## src/rtl/step_counter3.sv

```systemverilog
// 3-bit up/down code source for the segment decoder, stepped by a prescaled tick or a push-button.
// Define STEP_COUNTER3_DEBOUNCE_EN to insert the DEB_CYCLES debouncer after the button synchroniser.
module step_counter3 #(
    parameter int unsigned PRESCALE   = 4,
    parameter int unsigned MAX_CODE   = 7,
    parameter int unsigned DEB_CYCLES = 3
) (
    input  logic       clk,
    input  logic       rst,
    input  logic       en,
    input  logic       up,
    input  logic       btn,
    input  logic       load,
    input  logic [2:0] load_val,
    output logic       MSB,
    output logic       B,
    output logic       LSB,
    output logic       tc
);

    localparam logic [15:0] PRE_LAST = 16'(PRESCALE - 1);
    localparam logic [2:0]  MAX_C    = 3'(MAX_CODE);

    if (PRESCALE < 1 || PRESCALE > 65535 || MAX_CODE < 1 || MAX_CODE > 7 ||
        DEB_CYCLES < 1 || DEB_CYCLES > 255) begin : g_bad_param
        $error("step_counter3: parameter out of legal range");
    end

    function automatic logic [2:0] sat_code(input logic [2:0] v);
        return (v > MAX_C) ? MAX_C : v;
    endfunction

    logic [2:0]  code_q, code_d;
    logic        tc_q, tc_d;
    logic [15:0] pre_q, pre_d;
    logic        s1_q, s1_d;
    logic        s2_q, s2_d;
    logic        lvl_q, lvl_d;
    logic        lvl;
    logic        tick;
    logic        press;

`ifdef STEP_COUNTER3_DEBOUNCE_EN
    localparam logic [7:0] DEB_LAST = 8'(DEB_CYCLES - 1);

    logic       db_q, db_d;
    logic [7:0] cnt_q, cnt_d;

    // A level change is accepted only after DEB_CYCLES consecutive differing samples.
    always_comb begin
        db_d  = db_q;
        cnt_d = '0;
        if (s2_q != db_q) begin
            if (cnt_q == DEB_LAST) begin
                db_d = s2_q;
            end else begin
                cnt_d = cnt_q + 8'd1;
            end
        end
    end

    always_ff @(posedge clk) begin
        if (rst) begin
            db_q  <= 1'b0;
            cnt_q <= '0;
        end else begin
            db_q  <= db_d;
            cnt_q <= cnt_d;
        end
    end

    assign lvl = db_q;
`else
    assign lvl = s2_q;
`endif

    always_comb begin
        s1_d   = btn;
        s2_d   = s1_q;
        lvl_d  = lvl;
        press  = lvl & ~lvl_q;
        tick   = en & ~load & (pre_q == PRE_LAST);
        pre_d  = pre_q + 16'd1;
        code_d = code_q;
        tc_d   = 1'b0;

        if (!en || load || pre_q == PRE_LAST) begin
            pre_d = '0;
        end

        // Load wins over a coincident step; tick and press merge into a single step.
        if (load) begin
            code_d = sat_code(load_val);
        end else if (tick || press) begin
            if (up) begin
                if (code_q == MAX_C) begin
                    code_d = 3'd0;
                    tc_d   = 1'b1;
                end else begin
                    code_d = code_q + 3'd1;
                end
            end else begin
                if (code_q == 3'd0) begin
                    code_d = MAX_C;
                    tc_d   = 1'b1;
                end else begin
                    code_d = code_q - 3'd1;
                end
            end
        end
    end

    always_ff @(posedge clk) begin
        if (rst) begin
            code_q <= '0;
            tc_q   <= 1'b0;
            pre_q  <= '0;
            s1_q   <= 1'b0;
            s2_q   <= 1'b0;
            lvl_q  <= 1'b0;
        end else begin
            code_q <= code_d;
            tc_q   <= tc_d;
            pre_q  <= pre_d;
            s1_q   <= s1_d;
            s2_q   <= s2_d;
            lvl_q  <= lvl_d;
        end
    end

    assign MSB = code_q[2];
    assign B   = code_q[1];
    assign LSB = code_q[0];
    assign tc  = tc_q;

endmodule

```

## config.mk

```make
export PLATFORM = sky130hd
export DESIGN_NAME = step_counter3
export DESIGN_NICKNAME = d
export VERILOG_FILES = /design/src/rtl/step_counter3.sv
export SDC_FILE = /design/constraint.sdc
export NUM_CORES = 1
export LEC_CHECK = 0
export ABC_AREA = 1
export CAP_MARGIN = 20
export CORE_MARGIN = 4
export CORE_UTILIZATION = 50
export CTS_CLUSTER_DIAMETER = 40
export DETAILED_ROUTE_END_ITERATION = 10
export PLACE_DENSITY = 0.73
export SLEW_MARGIN = 20
export SYNTH_ARGS = -nofsm -noshare
export SYNTH_HDL_FRONTEND = slang
export SYNTH_SLANG_ARGS = --single-unit
```

## constraint.sdc

```tcl
create_clock -name clk -period 2.8 [get_ports clk]
set_input_delay 0.56 -clock clk [delete_from_list [all_inputs] [get_ports clk]]
set_output_delay 0.56 -clock clk [all_outputs]
set_load 0.005 [all_outputs]
```

==> flow_summary.yaml, run 1 <==
place:
  place_ws_ns: 0.873
  detailed_place_hpwl_um: 1800
  place_area_um2: 1410
  dp_cells: 211
  numPortBuffers: 12
  finalWeightedCongestion: 0.845
global_route:
  grt_pass1_wl_um: 4220
  grt_use_total_pct: 15.9
  grt_max_degree: 17
  grt_pass1_vias: 1086
  gr-total-overflow: 0
  antenna_found_initial: 0
power_and_ir_drop:
  total_power_mw: 0.555
  leakage_nw: 0.523
  ir_drop_v: 0.000447
  power.density_nw_per_um2: 386
die:
  fp.dieW_um: 58.4
  die_area_um2: 3410
  coreArea_um2: 2320
  io_pins: 13
  num_rows: 17
  start_util_pct: 54.7
  dieHeight_um: 58.4
logic_synthesis:
  ys_seq_area_share_pct: 36.3
  synth_xor_area_share_pct: 0.690
  synth_area_um2: 1270
  synthMuxAreaShare_pct: 0.789
  synth_fp_nets: 186
  synth-compound-area-share_pct: 9.86
  synthAdderAreaFrac_pct: 4.93
  ys_seq_elements: 23
  synth-simple-area-share_pct: 39.2
  synthCells: 172
  synth_area_per_cell_um2: 7.38
  synth_top_family_by_area: "simple AND/OR/NAND/NOR gates"
  yosysUniqueCellTypes: 28
  yosysWarnings: 0
critical_path:
  crit_fanout: 4
  crit_required_ns: 2.24
  crit_chain: "clkdlybuf4s50_1"
  cp.arrival_ns: 1.25
  crit_family: "buffers and inverters"
  start_kind: "flip-flop"
  slowest_stage: "clkdlybuf4s50_1"
  r2r_slack_ns: 1.30
  critical_path_class: "flip-flop to output pin"
  slowest_delay_ns: 0.53
  path_buf_inv: 1
  reg2reg_depth: 11
  end_kind: "output pin"
  reg2reg_from: "code_q[1]"
  r2r_end: "code_q[0]"
detailed_routing:
  vias: 1103
  drc_errors: 0
  drt-initial-drc-count: 32
  wl_per_cell_um: 10.9
  firstDrtPassIters: 4
  viasPerCell: 5.13
  routed_wl_um: 2340
  antenna_left: 0
sta:
  period_share_pct: 64.6
  rsz0062_at_grt: "no"
  worst_slack_ns: 0.992
  tightestPinTransition_ns: 0.297
  fmax_mhz: 553
  tns_ns: 0
  fin_worst_skew_ns: 0.00755
  period_minus_slack_ns: 1.81
  slew_headroom_pct: 80.1
  hold_ws_ns: 0.415
  setup_viol: 0
  drv_slew: 0
  final-hold-violation-count: 0
cells_and_area:
  finish.instance_area_um2: 1440
  drive_gt1_share_pct: 19.3
  areaGrowthSynthToFinish_pct: 13.5
  utilization_pct: 62.1
  n_antenna_cell: 0
  nets: 202
  fin_cells: 215
clock_tree:
  clkTransAtPathRegs_ns: 0.12
  clk_latency_ns: 0.31
  postCtsHoldBufs: 0
  cts_tree: "done"
  htreeDepth: 1
  cts_setup_buffers: 0
  cts-resized-gates: 0
  cts.sinks: 23
  cts_made_buffers: 3
  clockBufferDepth: 2
  cts_root_buffer: "clkbuf_4"
worst_hold_path:
  hold_path_end: "lvl"
  whs_path_depth: 2
  min-delay-start: "s1_q"
  min_path_type: "flip-flop to flip-flop"
run:
  maxCapViolations: 0
run_status:
  status: "finished, final reports clean"
==> final cells by class <==
class | instances | area, µm²
timing repair buffer | 12 | 120
clock inverter | 1 | 5.00
clock buffer | 3 | 22.5
fill | 210 | 878
sequential | 23 | 460
tap | 28 | 35.0
multi-input combinational | 123 | 703
inverter | 25 | 93.8
==> registers in the layout (all words and copies together), names as in the netlist <==
signal and flops:
tc 1, pre_q 16, s1_q 1, code_q 3, lvl_q 1, lvl 1
==> kinds of logic (layout without fill, tap and decap cells) <==
family / count (synthesis) / count (layout)
xor+xnor: 1 / 1
fa+ha+maj: 5 / 5
flops: 23 / 23
buf+inv: 26 / 41
compound gates: 19 / 19
mux: 1 / 1
simple gates: 97 / 97
==> layer usage <==
metal	wire length [µm]	GRT usage [%]	vias up
met1	1000	16.7	498
met5	0	0	-
met2	1130	29.2	24
li1	-	-	577
met3	157	5.04	4
met4	45	5.96	0
==> power by group <==
group | internal (mW) | switching (mW) | total, mW
Combinational | 0.0316 | 0.0303 | 0.0619
Clock | 0.0534 | 0.101 | 0.154
Sequential | 0.334 | 0.00534 | 0.339
==> synth_stat cells (all sizes together) <==
master,instances,area share (%)
clkinv,1,0.30
nor2,35,13
nand3,6,4.1
buf,1,0.89
o21ai,7,2.8
o21bai,1,0.59
nor3b,3,3.0
inv,24,7.1
nor3,4,2.0
nand3b,1,0.59
nand4,5,2.5
a211oi,2,1.2
a21oi,9,5.3
or2,2,0.99
dfxtp,23,36
xor2,1,0.69
nand2,41,14
mux2i,1,0.79
ha,5,4.9
==> worst max path at each step <==
| stage | startpoint | to | slack, ns | depth (start not counted) |
|---|---|---|---|---|
| floorplan | code_q[1] | code_q[0] | 1.47 | 11 |
| global placement | load | pre_q[8] | 0.90 | 4 |
| detailed placement | load | pre_q[8] | 0.87 | 4 |
| CTS | code_q[1] | B | 0.98 | 1 |
| global route | code_q[1] | B | 0.94 | 1 |
| finish | code_q[1] | B | 0.99 | 1 |
==> cell usage in the layout (no fill, tap or decap), drive strengths merged <==
cell type	instances
dfxtp	23
a21oi	9
mux2i	1
nand3	6
nand2	41
clkbuf	3
nor2	35
inv	24
o21bai	1
clkdlybuf4s50	12
a211oi	2
or2	2
nor3b	3
nand3b	1
o21ai	7
ha	5
nor3	4
nand4	5
xor2	1
clkinv	2
(Power assumes the default switching activity.)
==> inputs of run 2 (changes only) <==
clock period = 1.8 ns   (was 2.8 ns; I/O delays follow)
==> run 2 against run 1 <==
Compared with the run above:
- combinational power increased by 66%
- non-clock buffer count increased by 2
- final area increased by 1.0%
- clock-buffer cell count unchanged
- total power increased by 56%
- flip-flop and latch count unchanged
==> flow_summary.yaml, run 2 (synthesized netlist as in run 1, its figures left out) <==
detailed_routing:
  firstDrtPassIters: 4
  vias: 1094
  antenna_left: 0
  drc_errors: 0
  viasPerCell: 5.04
  drt-initial-drc-count: 47
  wl_per_cell_um: 11.0
  routed_wl_um: 2380
worst_hold_path:
  whs_path_depth: 2
  hold_path_end: "lvl"
  min_path_type: "flip-flop to flip-flop"
  min-delay-start: "s1_q"
critical_path:
  critical_path_class: "flip-flop to output pin"
  slowest_stage: "clkdlybuf4s50_1"
  start_kind: "flip-flop"
  reg2reg_from: "code_q[1]"
  crit_family: "buffers and inverters"
  cp.arrival_ns: 1.26
  reg2reg_depth: 11
  r2r_slack_ns: 0.27
  slowest_delay_ns: 0.53
  crit_required_ns: 1.44
  crit_fanout: 4
  r2r_end: "code_q[0]"
  crit_start: "code_q[1]"
  crit_chain: "clkdlybuf4s50_1"
  path_buf_inv: 1
  end_kind: "output pin"
cells_and_area:
  layout_commonest_cell: "nand2_1"
  reg.largest.list: "pre_q: 16 flops, code_q: 3 flops"
  final_cell_mix: "nand2_1 (34), nor2_1 (26), inv_1 (23), dfxtp_1 (23), clkdlybuf4s50_1 (12)"
  drive_gt1_share_pct: 20.1
  largest_reg_flops: 16
  areaGrowthSynthToFinish_pct: 14.7
  n_antenna_cell: 0
  regMostFlops: "pre_q"
  finish.instance_area_um2: 1460
  nets: 204
power_and_ir_drop:
  power_frac_comb_pct: 11.9
  switchingPower_mw: 0.210
  p_sw_share_pct: 24.3
  power.density_nw_per_um2: 594
  leakage_nw: 0.532
  power_frac_clock_pct: 27.1
  power.internal_mw: 0.654
  pwr-share-seq_pct: 61.0
  ir_drop_v: 0.000424
global_route:
  antenna_found_initial: 0
  grt_use_total_pct: 16.1
  grt_max_degree: 17
  grt_pass1_wl_um: 4270
  gr-total-overflow: 0
  grt_pass1_vias: 1070
sta:
  final-hold-violation-count: 0
  rsz0062_at_grt: "no"
  slew_headroom_pct: 77.9
  drv_slew: 0
  period_share_pct: 89.8
  period_minus_slack_ns: 1.62
  fmax_mhz: 618
  tightestPinTransition_ns: 0.330
  tns_ns: 0
  fin_worst_skew_ns: 0.00234
  setup_viol: 0
die:
  io_pins: 13
  die_area_um2: 3410
  start_util_pct: 54.7
  fp.dieW_um: 58.4
  coreArea_um2: 2320
  dieHeight_um: 58.4
  num_rows: 17
clock_tree:
  cts_tree: "done"
  cts_made_buffers: 3
  cts.sinks: 23
  clockBufferDepth: 2
  clkTransAtPathRegs_ns: 0.12
  htreeDepth: 1
  cts_root_buffer: "clkbuf_4"
  cts_setup_buffers: 0
  postCtsHoldBufs: 0
  clk_latency_ns: 0.31
  cts-resized-gates: 0
place:
  place_area_um2: 1430
  numPortBuffers: 12
  finalWeightedCongestion: 0.838
  detailed_place_hpwl_um: 1870
run:
  maxCapViolations: 0
run_status:
  status: "finished, final reports clean"
-- run 2: worst register-to-register path, delay by kind of cell (launching register included) --
kind | cells | cell delay (ns)
buffers and inverters | 2 | 0.12
adder cells (fa/ha/maj) | 2 | 0.37
AND/OR/NAND/NOR | 5 | 0.26
flip-flops | 1 | 0.42
AO/OA/AOI/OAI | 2 | 0.26
-- run 2: metal layers --
layer / part of all wire, % / vias up / GRT usage [%] / wire length, µm
li1: - / 575 / - / -
met2: 46 / 23 / 27.9 / 1090
met1: 46 / 485 / 17.9 / 1100
met3: 4.3 / 11 / 4.17 / 102
met4: 3.9 / 0 / 8.61 / 93
met5: 0 / - / 0 / 0
-- run 2: power by group through the flow --
stage,Combinational [mW],Sequential (mW),Clock (mW)
global route,0.116,0.529,0.268
CTS,0.103,0.528,0.247
finish,0.103,0.528,0.234
floorplan,0.0536,0.538,0
global placement,0.0972,0.539,0
detailed placement,0.103,0.539,0
-- run 2: worst max-delay path by stage --
stage | end | slack, ns | depth (start not counted)
2_1_floorplan | code_q[0] | 0.47 | 11
3_3_place_gp | pre_q[8] | 0.13 | 5
3_5_place_dp | pre_q[8] | 0.07 | 5
4_1_cts | B | 0.17 | 1
5_1_grt | code_q[0] | 0.06 | 11
6_report | B | 0.18 | 1
-- run 2: per-stage QoR --
step / hold slack [ns] / util, % / worst slack [ns] / instances / power [mW]
6_report: 0.412 / 62.8 / 0.183 / 217 / 0.865
5_1_grt: 0.449 / 62.8 / 0.0563 / 217 / 0.913
4_1_cts: 0.415 / 62.8 / 0.169 / 217 / 0.878
3_5_place_dp: 0.396 / 61.6 / 0.0689 / 213 / 0.642
3_3_place_gp: 0.392 / 61.6 / 0.130 / 213 / 0.636
2_1_floorplan: 0.388 / - / 0.467 / 172 / 0.591
-- run 2: area by class of cell --
cell class,count,area [µm²]
inverters,25,93.8
clock buffers,3,22.5
flip-flops and latches,23,460
multi-input cells,123,703
fillers,221,863
well taps,28,35.0
clock inverters,1,5.00
repair buffers,14,135
